[src/rtl/lsu_pkg.sv]
// Shared definitions for the load/store unit RAM master: access size
// encodings, FSM state encoding, width constants and the alignment rule.
package lsu_pkg;

  localparam int DATA_W = 32;
  localparam int LANES  = DATA_W / 8;

  localparam logic [1:0] SZ_BYTE = 2'b00;
  localparam logic [1:0] SZ_HALF = 2'b01;
  localparam logic [1:0] SZ_WORD = 2'b10;
  localparam logic [1:0] SZ_WORD_ALT = 2'b11;  // decoded as a word access

  typedef enum logic [1:0] {
    ST_IDLE = 2'd0,
    ST_RD   = 2'd1,
    ST_WR   = 2'd2,
    ST_RESP = 2'd3
  } lsu_state_e;

  // Half needs an even address, word (either word encoding) needs offset 0.
  function automatic logic is_misaligned(input logic [1:0] size, input logic [1:0] offset);
    logic bad;
    bad = 1'b0;
    if (size == SZ_HALF && offset[0])
      bad = 1'b1;
    else if (size[1] && offset != 2'b00)
      bad = 1'b1;
    return bad;
  endfunction

endpackage

[src/rtl/lsu_lane_align.sv]
// Combinational lane steering for the LSU RAM master.
// Load side: moves the addressed byte/half/word down to bit 0 and extends it.
// Store side: merges right-aligned store data into the addressed lanes of a
// previously read word. Lanes that would fall past byte 3 are dropped.
module lsu_lane_align
  import lsu_pkg::*;
(
  input  logic [1:0]        offset,
  input  logic [1:0]        size,
  input  logic              is_unsigned,
  input  logic [DATA_W-1:0] rd_word,
  input  logic [DATA_W-1:0] st_data,
  output logic [DATA_W-1:0] ld_data,
  output logic [DATA_W-1:0] merged_word
);

  function automatic logic [DATA_W-1:0] extend8(input logic [7:0] b, input logic zext);
    logic signed [7:0]        s;
    logic signed [DATA_W-1:0] w;
    s = b;
    w = DATA_W'(s);
    return zext ? {{(DATA_W-8){1'b0}}, b} : w;
  endfunction

  function automatic logic [DATA_W-1:0] extend16(input logic [15:0] h, input logic zext);
    logic signed [15:0]       s;
    logic signed [DATA_W-1:0] w;
    s = h;
    w = DATA_W'(s);
    return zext ? {{(DATA_W-16){1'b0}}, h} : w;
  endfunction

  logic [4:0]        shamt;
  logic [DATA_W-1:0] shifted;
  logic [DATA_W-1:0] lane_mask;
  logic [DATA_W-1:0] mask_sh;

  // Extract/extend the load value and build the read-modify-write word
  always_comb begin
    shamt       = {offset, 3'b000};
    shifted     = rd_word >> shamt;
    ld_data     = shifted;
    lane_mask   = '1;
    case (size)
      SZ_BYTE: begin
        ld_data   = extend8(shifted[7:0], is_unsigned);
        lane_mask = 32'h0000_00FF;
      end
      SZ_HALF: begin
        ld_data   = extend16(shifted[15:0], is_unsigned);
        lane_mask = 32'h0000_FFFF;
      end
      default: begin
        ld_data   = shifted;
        lane_mask = '1;
      end
    endcase
    mask_sh     = lane_mask << shamt;
    merged_word = (rd_word & ~mask_sh) | ((st_data << shamt) & mask_sh);
  end

endmodule

[src/rtl/lsu_ram_master.sv]
// LSU RAM master: turns one pipeline load/store request at a time into
// single-word accesses on a negedge-acting RAM. Sub-word stores are done as
// read-modify-write (RD then WR). Responses are a single-cycle pulse.
// Optional build macro LSU_MISALIGN_CHECK_EN: misaligned half/word requests
// skip the RAM and respond immediately with resp_err=1.
module lsu_ram_master
  import lsu_pkg::*;
#(
  parameter int ADDR_WIDTH = 32
) (
  input  logic                  clock,
  input  logic                  reset_n,
  input  logic                  req_valid,
  output logic                  req_ready,
  input  logic                  req_wen,
  input  logic [ADDR_WIDTH-1:0] req_addr,
  input  logic [1:0]            req_size,
  input  logic                  req_unsigned,
  input  logic [DATA_W-1:0]     req_wdata,
  output logic                  resp_valid,
  output logic [DATA_W-1:0]     resp_rdata,
  output logic                  resp_err,
  output logic                  ram_valid,
  output logic                  ram_wen,
  output logic [ADDR_WIDTH-1:0] ram_addr,
  output logic [DATA_W-1:0]     ram_wdata,
  input  logic [DATA_W-1:0]     ram_rdata
);

  lsu_state_e            state_q;
  logic                  accept;
  logic                  misalign_hit;

  logic                  wen_q;
  logic [ADDR_WIDTH-1:0] addr_q;
  logic [1:0]            size_q;
  logic                  uns_q;
  logic [DATA_W-1:0]     wdata_q;
  logic [DATA_W-1:0]     wbuf_q;

  logic [DATA_W-1:0]     ld_data;
  logic [DATA_W-1:0]     merged_word;

  assign accept = req_valid && req_ready;

  lsu_lane_align u_align (
    .offset      (addr_q[1:0]),
    .size        (size_q),
    .is_unsigned (uns_q),
    .rd_word     (ram_rdata),
    .st_data     (wdata_q),
    .ld_data     (ld_data),
    .merged_word (merged_word)
  );

`ifdef LSU_MISALIGN_CHECK_EN
  logic err_q;

  assign misalign_hit = is_misaligned(req_size, req_addr[1:0]);

  // Error flag is decided at acceptance and held through the response
  always_ff @(posedge clock or negedge reset_n) begin
    if (!reset_n)
      err_q <= 1'b0;
    else if (accept)
      err_q <= misalign_hit;
  end

  assign resp_err = err_q;
`else
  assign misalign_hit = 1'b0;
  assign resp_err     = 1'b0;
`endif

  // Access sequencer and registered load response
  always_ff @(posedge clock or negedge reset_n) begin
    if (!reset_n) begin
      state_q    <= ST_IDLE;
      resp_rdata <= '0;
    end else begin
      case (state_q)
        ST_IDLE: begin
          if (accept) begin
            if (misalign_hit) begin
              state_q    <= ST_RESP;
              resp_rdata <= '0;
            end else if (req_wen && req_size[1]) begin
              state_q <= ST_WR;
            end else begin
              state_q <= ST_RD;
            end
          end
        end
        ST_RD: begin
          if (wen_q) begin
            state_q <= ST_WR;
          end else begin
            state_q    <= ST_RESP;
            resp_rdata <= ld_data;
          end
        end
        ST_WR: begin
          state_q    <= ST_RESP;
          resp_rdata <= '0;
        end
        default: state_q <= ST_IDLE;
      endcase
    end
  end

  // Request fields on acceptance; merged store word at the end of the read
  always_ff @(posedge clock) begin
    if (accept) begin
      wen_q   <= req_wen;
      addr_q  <= req_addr;
      size_q  <= req_size;
      uns_q   <= req_unsigned;
      wdata_q <= req_wdata;
    end
    if (state_q == ST_RD)
      wbuf_q <= merged_word;
  end

  // State decode; RAM address/data are forced to zero outside an access
  always_comb begin
    req_ready  = (state_q == ST_IDLE);
    resp_valid = (state_q == ST_RESP);
    ram_valid  = (state_q == ST_RD) || (state_q == ST_WR);
    ram_wen    = (state_q == ST_WR);
    ram_addr   = '0;
    ram_wdata  = '0;
    if (ram_valid)
      ram_addr = {addr_q[ADDR_WIDTH-1:2], 2'b00};
    if (state_q == ST_WR)
      ram_wdata = size_q[1] ? wdata_q : wbuf_q;
  end

endmodule

[config.mk]
export PLATFORM = sky130hd
export DESIGN_NAME = lsu_ram_master
export DESIGN_NICKNAME = d
export VERILOG_FILES = /design/src/rtl/lsu_pkg.sv /design/src/rtl/lsu_lane_align.sv /design/src/rtl/lsu_ram_master.sv
export SDC_FILE = /design/constraint.sdc
export NUM_CORES = 1
export LEC_CHECK = 0
export BUFFER_PORTS_ARGS = -buffer_cell sky130_fd_sc_hd__buf_2
export CORE_MARGIN = 10
export CORE_UTILIZATION = 55
export DETAILED_ROUTE_END_ITERATION = 6
export PLACE_DENSITY = 0.85
export SYNTH_ARGS = -nofsm -noshare
export SYNTH_HDL_FRONTEND = slang
export SYNTH_SLANG_ARGS = --single-unit
[constraint.sdc]
create_clock -name clock -period 5.69 [get_ports clock]
set_clock_uncertainty 0.2 [all_clocks]
set_input_delay 0 -clock clock [delete_from_list [all_inputs] [get_ports clock]]
set_output_delay 0 -clock clock [all_outputs]
set_load 0.005 [all_outputs]
* Word level (Yosys, flattened, before mapping)
Index checks and enable logic that the tools add are counted.
Word-level totals: bits in registers 134, logic and storage cells 41, output and inout bits 101, bits of input ports 103
Cells by class: equality and inequality tests 6, reductions and logical operators 7, bitwise operators 4, shift operators 3, muxes and demuxes 13
Operators by type and width (number):
- two-way mux 32 bit | 6
- one-hot mux 32 bit (2 select lines) | 3
- AND 32 bit | 2
- left shift 32 x 5 -> 32 bit | 2
- inverter 32 bit | 1
- bitwise OR 32 bit | 1
- right shift 32 x 5 -> 32 bit | 1
- one-hot mux 2 bit (3 select lines) | 1
- == test 2 x 1 -> 1 bit (second input constant) | 2
- == test 2 bit (second input constant) | 2
- zero test 2 bit | 2
- two-way mux 2 bit | 2
- logical AND 1 bit | 2
- != test 2 x 1 -> 1 bit (second input constant) | 1
- != test 2 bit (second input constant) | 1
- AND reduction 2 bit | 1
- nonzero test 2 bit | 1
- logical OR 1 bit | 1
- two-way mux 1 bit | 1

* Logic depth before layout (Yosys ltp)
depth after elaboration 6, gate-level depth with buffers 8, mapped depth without buffers 6

* By module
A second synthesis with hierarchy kept.
Second synthesis, totals: cell total of the unflattened synthesis 502, area, all modules 6882.9 sq um
Modules (own cells, without submodules):
- lsu_ram_master | seq. area each 3853.7 sq um, cells an instance 304, area an instance 5230.0 sq um, instances 1
- lsu_lane_align | seq. area each 0.0 sq um, cells an instance 198, area an instance 1652.8 sq um, instances 1

* Least setup slack after synthesis
OpenSTA, ideal clock, no wires.
path kind register to register, from register state_q[0], to register addr_q[0] (enable), data required time 5057 ps, period minus slack after synthesis 2950 ps, slack 2740 ps, arrival 2317 ps, buffers on the path 0, cell stages (with the launch flop) 4, library setup time 433 ps, path through dfrtp_1 inv_1 ha_1 and2_1
Between the ends: cells in the longest elaborated chain, start to end 2
Ends and longest elaborated chain:
- start, declared | line lsu_ram_master.sv:30 | lsu_state_e state_q;
- start signal, assigned | line lsu_ram_master.sv:78 | state_q <= ST_IDLE;
- start signal, assigned | line lsu_ram_master.sv:85 | state_q <= ST_RESP;
- start signal, assigned | line lsu_ram_master.sv:88 | state_q <= ST_WR;
- zero test 2 bit | line lsu_ram_master.sv:126 | req_ready = (state_q == ST_IDLE);
- named net req_ready | line lsu_ram_master.sv:14 | output logic req_ready,
- logical AND 1 bit | line lsu_ram_master.sv:44 | assign accept = req_valid && req_ready;
- named net accept | line lsu_ram_master.sv:31 | logic accept;
- end signal, assigned | line lsu_ram_master.sv:115 | addr_q <= req_addr;
- end, declared | line lsu_ram_master.sv:35 | logic [ADDR_WIDTH-1:0] addr_q;
The timed path passes the listed nets, and every way through them passes these cells. A chain may end at the register's enable or synchronous reset.

* Worst setup path in the final report
from register addr_q[1], to register wbuf_q[16] (data pin)
Between the ends: cells in the longest elaborated chain, start to end 4, elaborated cells on any way between the ends 6, those cells by class shift: 2; bitwise: 4
Ends and longest elaborated chain:
- left shift 32 x 5 -> 32 bit | line lsu_lane_align.sv:58 | mask_sh = lane_mask << shamt;
- inverter 32 bit | line lsu_lane_align.sv:59 | merged_word = (rd_word & ~mask_sh) | ((st_data << shamt) & mask_sh);
- AND 32 bit | line lsu_lane_align.sv:59
- bitwise OR 32 bit (*) | line lsu_lane_align.sv:59
- named net merged_word[16] | line lsu_ram_master.sv:42 | logic [DATA_W-1:0] merged_word;
- end signal, assigned | line lsu_ram_master.sv:121 | wbuf_q <= merged_word;
- end, declared | line lsu_ram_master.sv:39 | logic [DATA_W-1:0] wbuf_q;
The timed path passes the listed nets; every way through them passes the cells marked *.

==> results.ini <==
[run_status]
status = completed

[power]
p_sw_frac = 0.334
p_seq_frac = 0.379
cellPowerDensity_nw_per_um2 = 446
p_clk_frac = 0.269
ir_worst_vdd_uv = 374
power_frac_comb = 0.352
p_int_w = 0.00273
p_sw_w = 0.00137
leakage_nw = 4.10

[sta]
finalSetupViolCount = 0
post-route-period-util = 0.535
fin_setup_tns_ps = 0
fmax_ghz = 0.329
rsz0062_at_grt = no
max-slew-margin-rel = 0.189
final-hold-violation-count = 0
drv_slew = 0
worst_pin_slew_ps = 1220
hold_ws_ps = 78.9
fin_crit_ps = 3040

[detailed_routing]
wirelength_um = 21700
drtIter0Drc = 414
drtPass1Iterations = 5
drc_errors = 0
vias = 5436
wl_per_cell_um = 22.6
avgViaCountPerCell = 5.66
ant_nets = 0

[place]
hpwlAfterDp_um = 14000
globalplace.congestion = 0.957
io_buffers = 200
place_area_sq_um = 7570

[job]
maxCapViolCount = 0

[die]
die_x_um = 129
die_area_sq_um = 16600
io_pins = 204
start_util = 0.566
fp.dieH_um = 129
num_rows = 39
core_sq_um = 11500

[cts]
htreeDepth = 4
cts_root_buf = clkbuf_16
cts_sinks = 134
cts_resized = 0
postCtsSetupBuffers = 0
clkLatencyLatePin_ps = 420
cts_tree = done
clockBufferDepth = 2
path_clk_slew_ps = 60
numCtsBuffers = 17

[logic_synthesis]
yosysUniqueCellTypes = 35
yosysSeqAreaShare = 0.591
syn_area_sq_um = 6520
synth_edf_count = 100
synth_flop_cell = edfxtp_1
syn_area_per_cell_sq_um = 12.7
yosys_warnings = 0
ys_async_sr_fraction = 0.254
synth-seq-cells = 134
synthCells = 513

[worst_setup_path]
required_ps = 5610
end_kind = register
cp_max_fo = 36
worstSetupStartpointType = register
path_class = register to register
cp_data_arrival_time_ps = 2970

[layout]
syn2layout_area_growth_pct = 41.3
fillerInstances = 679
nNetsFinal = 912
design_area_sq_um = 9220
antenna_cells = 0
layout_common_cells = 200 x buf_2, 104 x dlygate4sd3_1, 100 x edfxtp_1
drive_above_1_share = 0.339
layout_commonest_cell = buf_2

[grt]
grt_antenna_before_repair = 0
track_usage = 0.264
grt_first_pass_wirelength_um = 33500
grt_overflow = 0
grt_max_degree = 72
grt_pass1_vias = 5872

[hold_path]
min_path_type = input port to register

==> critical path, stage by stage, from the launching register on <==
cell	delay (ps)
edfxtp_1	1020
buf_4	420
a211oi_1	90
a21oi_1	850
a21oi_1	160
==> metrics by stage <==
stage / utilization / std cells / power (W) / setup slack, ps
global route: 0.800 / 961 / 0.00432 / 2320
detailed placement: 0.657 / 825 / 0.00291 / 2680
CTS: 0.800 / 961 / 0.00408 / 2700
floorplan: - / 515 / 0.00233 / 2740
finish: 0.800 / 961 / 0.00411 / 2650
global placement: 0.657 / 825 / 0.00286 / 2830
==> worst paths after layout <==
path / startpoint / end / slack, ps / depth (start not counted)
max: addr_q[1] / wbuf_q[16] / 2650 / 4
min: req_addr[3] / addr_q[3] / 80 / 2
max reg2reg: addr_q[1] / wbuf_q[16] / 2650 / 4
min reg2reg: resp_rdata[13] / resp_rdata[13] / 290 / 2
max in group asynchronous: reset_n / resp_rdata[23] / 3420 / 4
min in group asynchronous: reset_n / resp_rdata[9] / 400 / 3
==> state kept, by name (all words and copies together) (netlist names) <==
signal      cells
wbuf_q         32
size_q          2
resp_rdata     32
uns_q           1
wdata_q        32
addr_q         32
state_q         2
wen_q           1
==> power groups by stage <==
stage / clock, W / sequential, W / combinational, W
after global routing: 0.00116 / 0.00158 / 0.00158
after CTS: 0.00110 / 0.00155 / 0.00143
after detailed placement: 0 / 0.00155 / 0.00136
after global placement: 0 / 0.00155 / 0.00131
after floorplan: 0 / 0.00150 / 0.000822
final: 0.00110 / 0.00156 / 0.00145
==> cells in the mapped netlist, types with 3 or more instances <==
cell,instances,area share
nand3b_1,7,0.0081
mux2_2,23,0.040
nor2_1,28,0.016
a211oi_1,9,0.010
and2_1,31,0.030
mux2i_1,65,0.10
dfrtp_1,34,0.13
a22o_1,9,0.012
nand2_1,17,0.0098
buf_1,4,0.0023
clkbuf_1,16,0.0092
ha_1,4,0.0077
edfxtp_1,100,0.46
buf_4,3,0.0035
a21oi_1,44,0.034
nor2b_1,43,0.041
o21ai_0,24,0.018
a221o_2,9,0.016
buf_2,14,0.011
a221o_1,6,0.0092
inv_1,4,0.0023
==> cell families (layout without fill, tap and decap cells) <==
kind of cell	count (synthesis)	in the layout	synth area share
adders and majority gates	4	4	0.00767
AOI/OAI and AO/OA	105	105	0.104
muxes	90	90	0.146
other	1	3	0.000575
buffers and inverters	43	346	0.0315
and+or+nand+nor	136	136	0.119
DFF	134	134	0.591
==> layout make-up <==
type | instances | area [sq um] | area share
multi-input cells | 338 | 2480 | 0.269
clock buffers | 26 | 541 | 0.0586
repair buffers | 310 | 2090 | 0.226
clock inverters | 6 | 60.1 | 0.00652
well taps | 143 | 179 | 0.0194
flip-flops and latches | 134 | 3850 | 0.418
inverters | 4 | 15.0 | 0.00163
==> metal layers <==
| metal | routed length [um] | global-route usage | vias up |
|---|---|---|---|
| met4 | 563 | 0.0977 | 0 |
| met2 | 10700 | 0.441 | 307 |
| met5 | 0 | 0 | - |
| met1 | 7990 | 0.293 | 2618 |
| li1 | - | - | 2467 |
| met3 | 2450 | 0.116 | 44 |
==> what timing repair did <==
action,4_1_cts,5_1_grt
setup endpoints to repair,0,0
endpoints found under the hold margin,166,0
hold buffers,104,0
No activity file was read; power rests on OpenSTA's default activity.
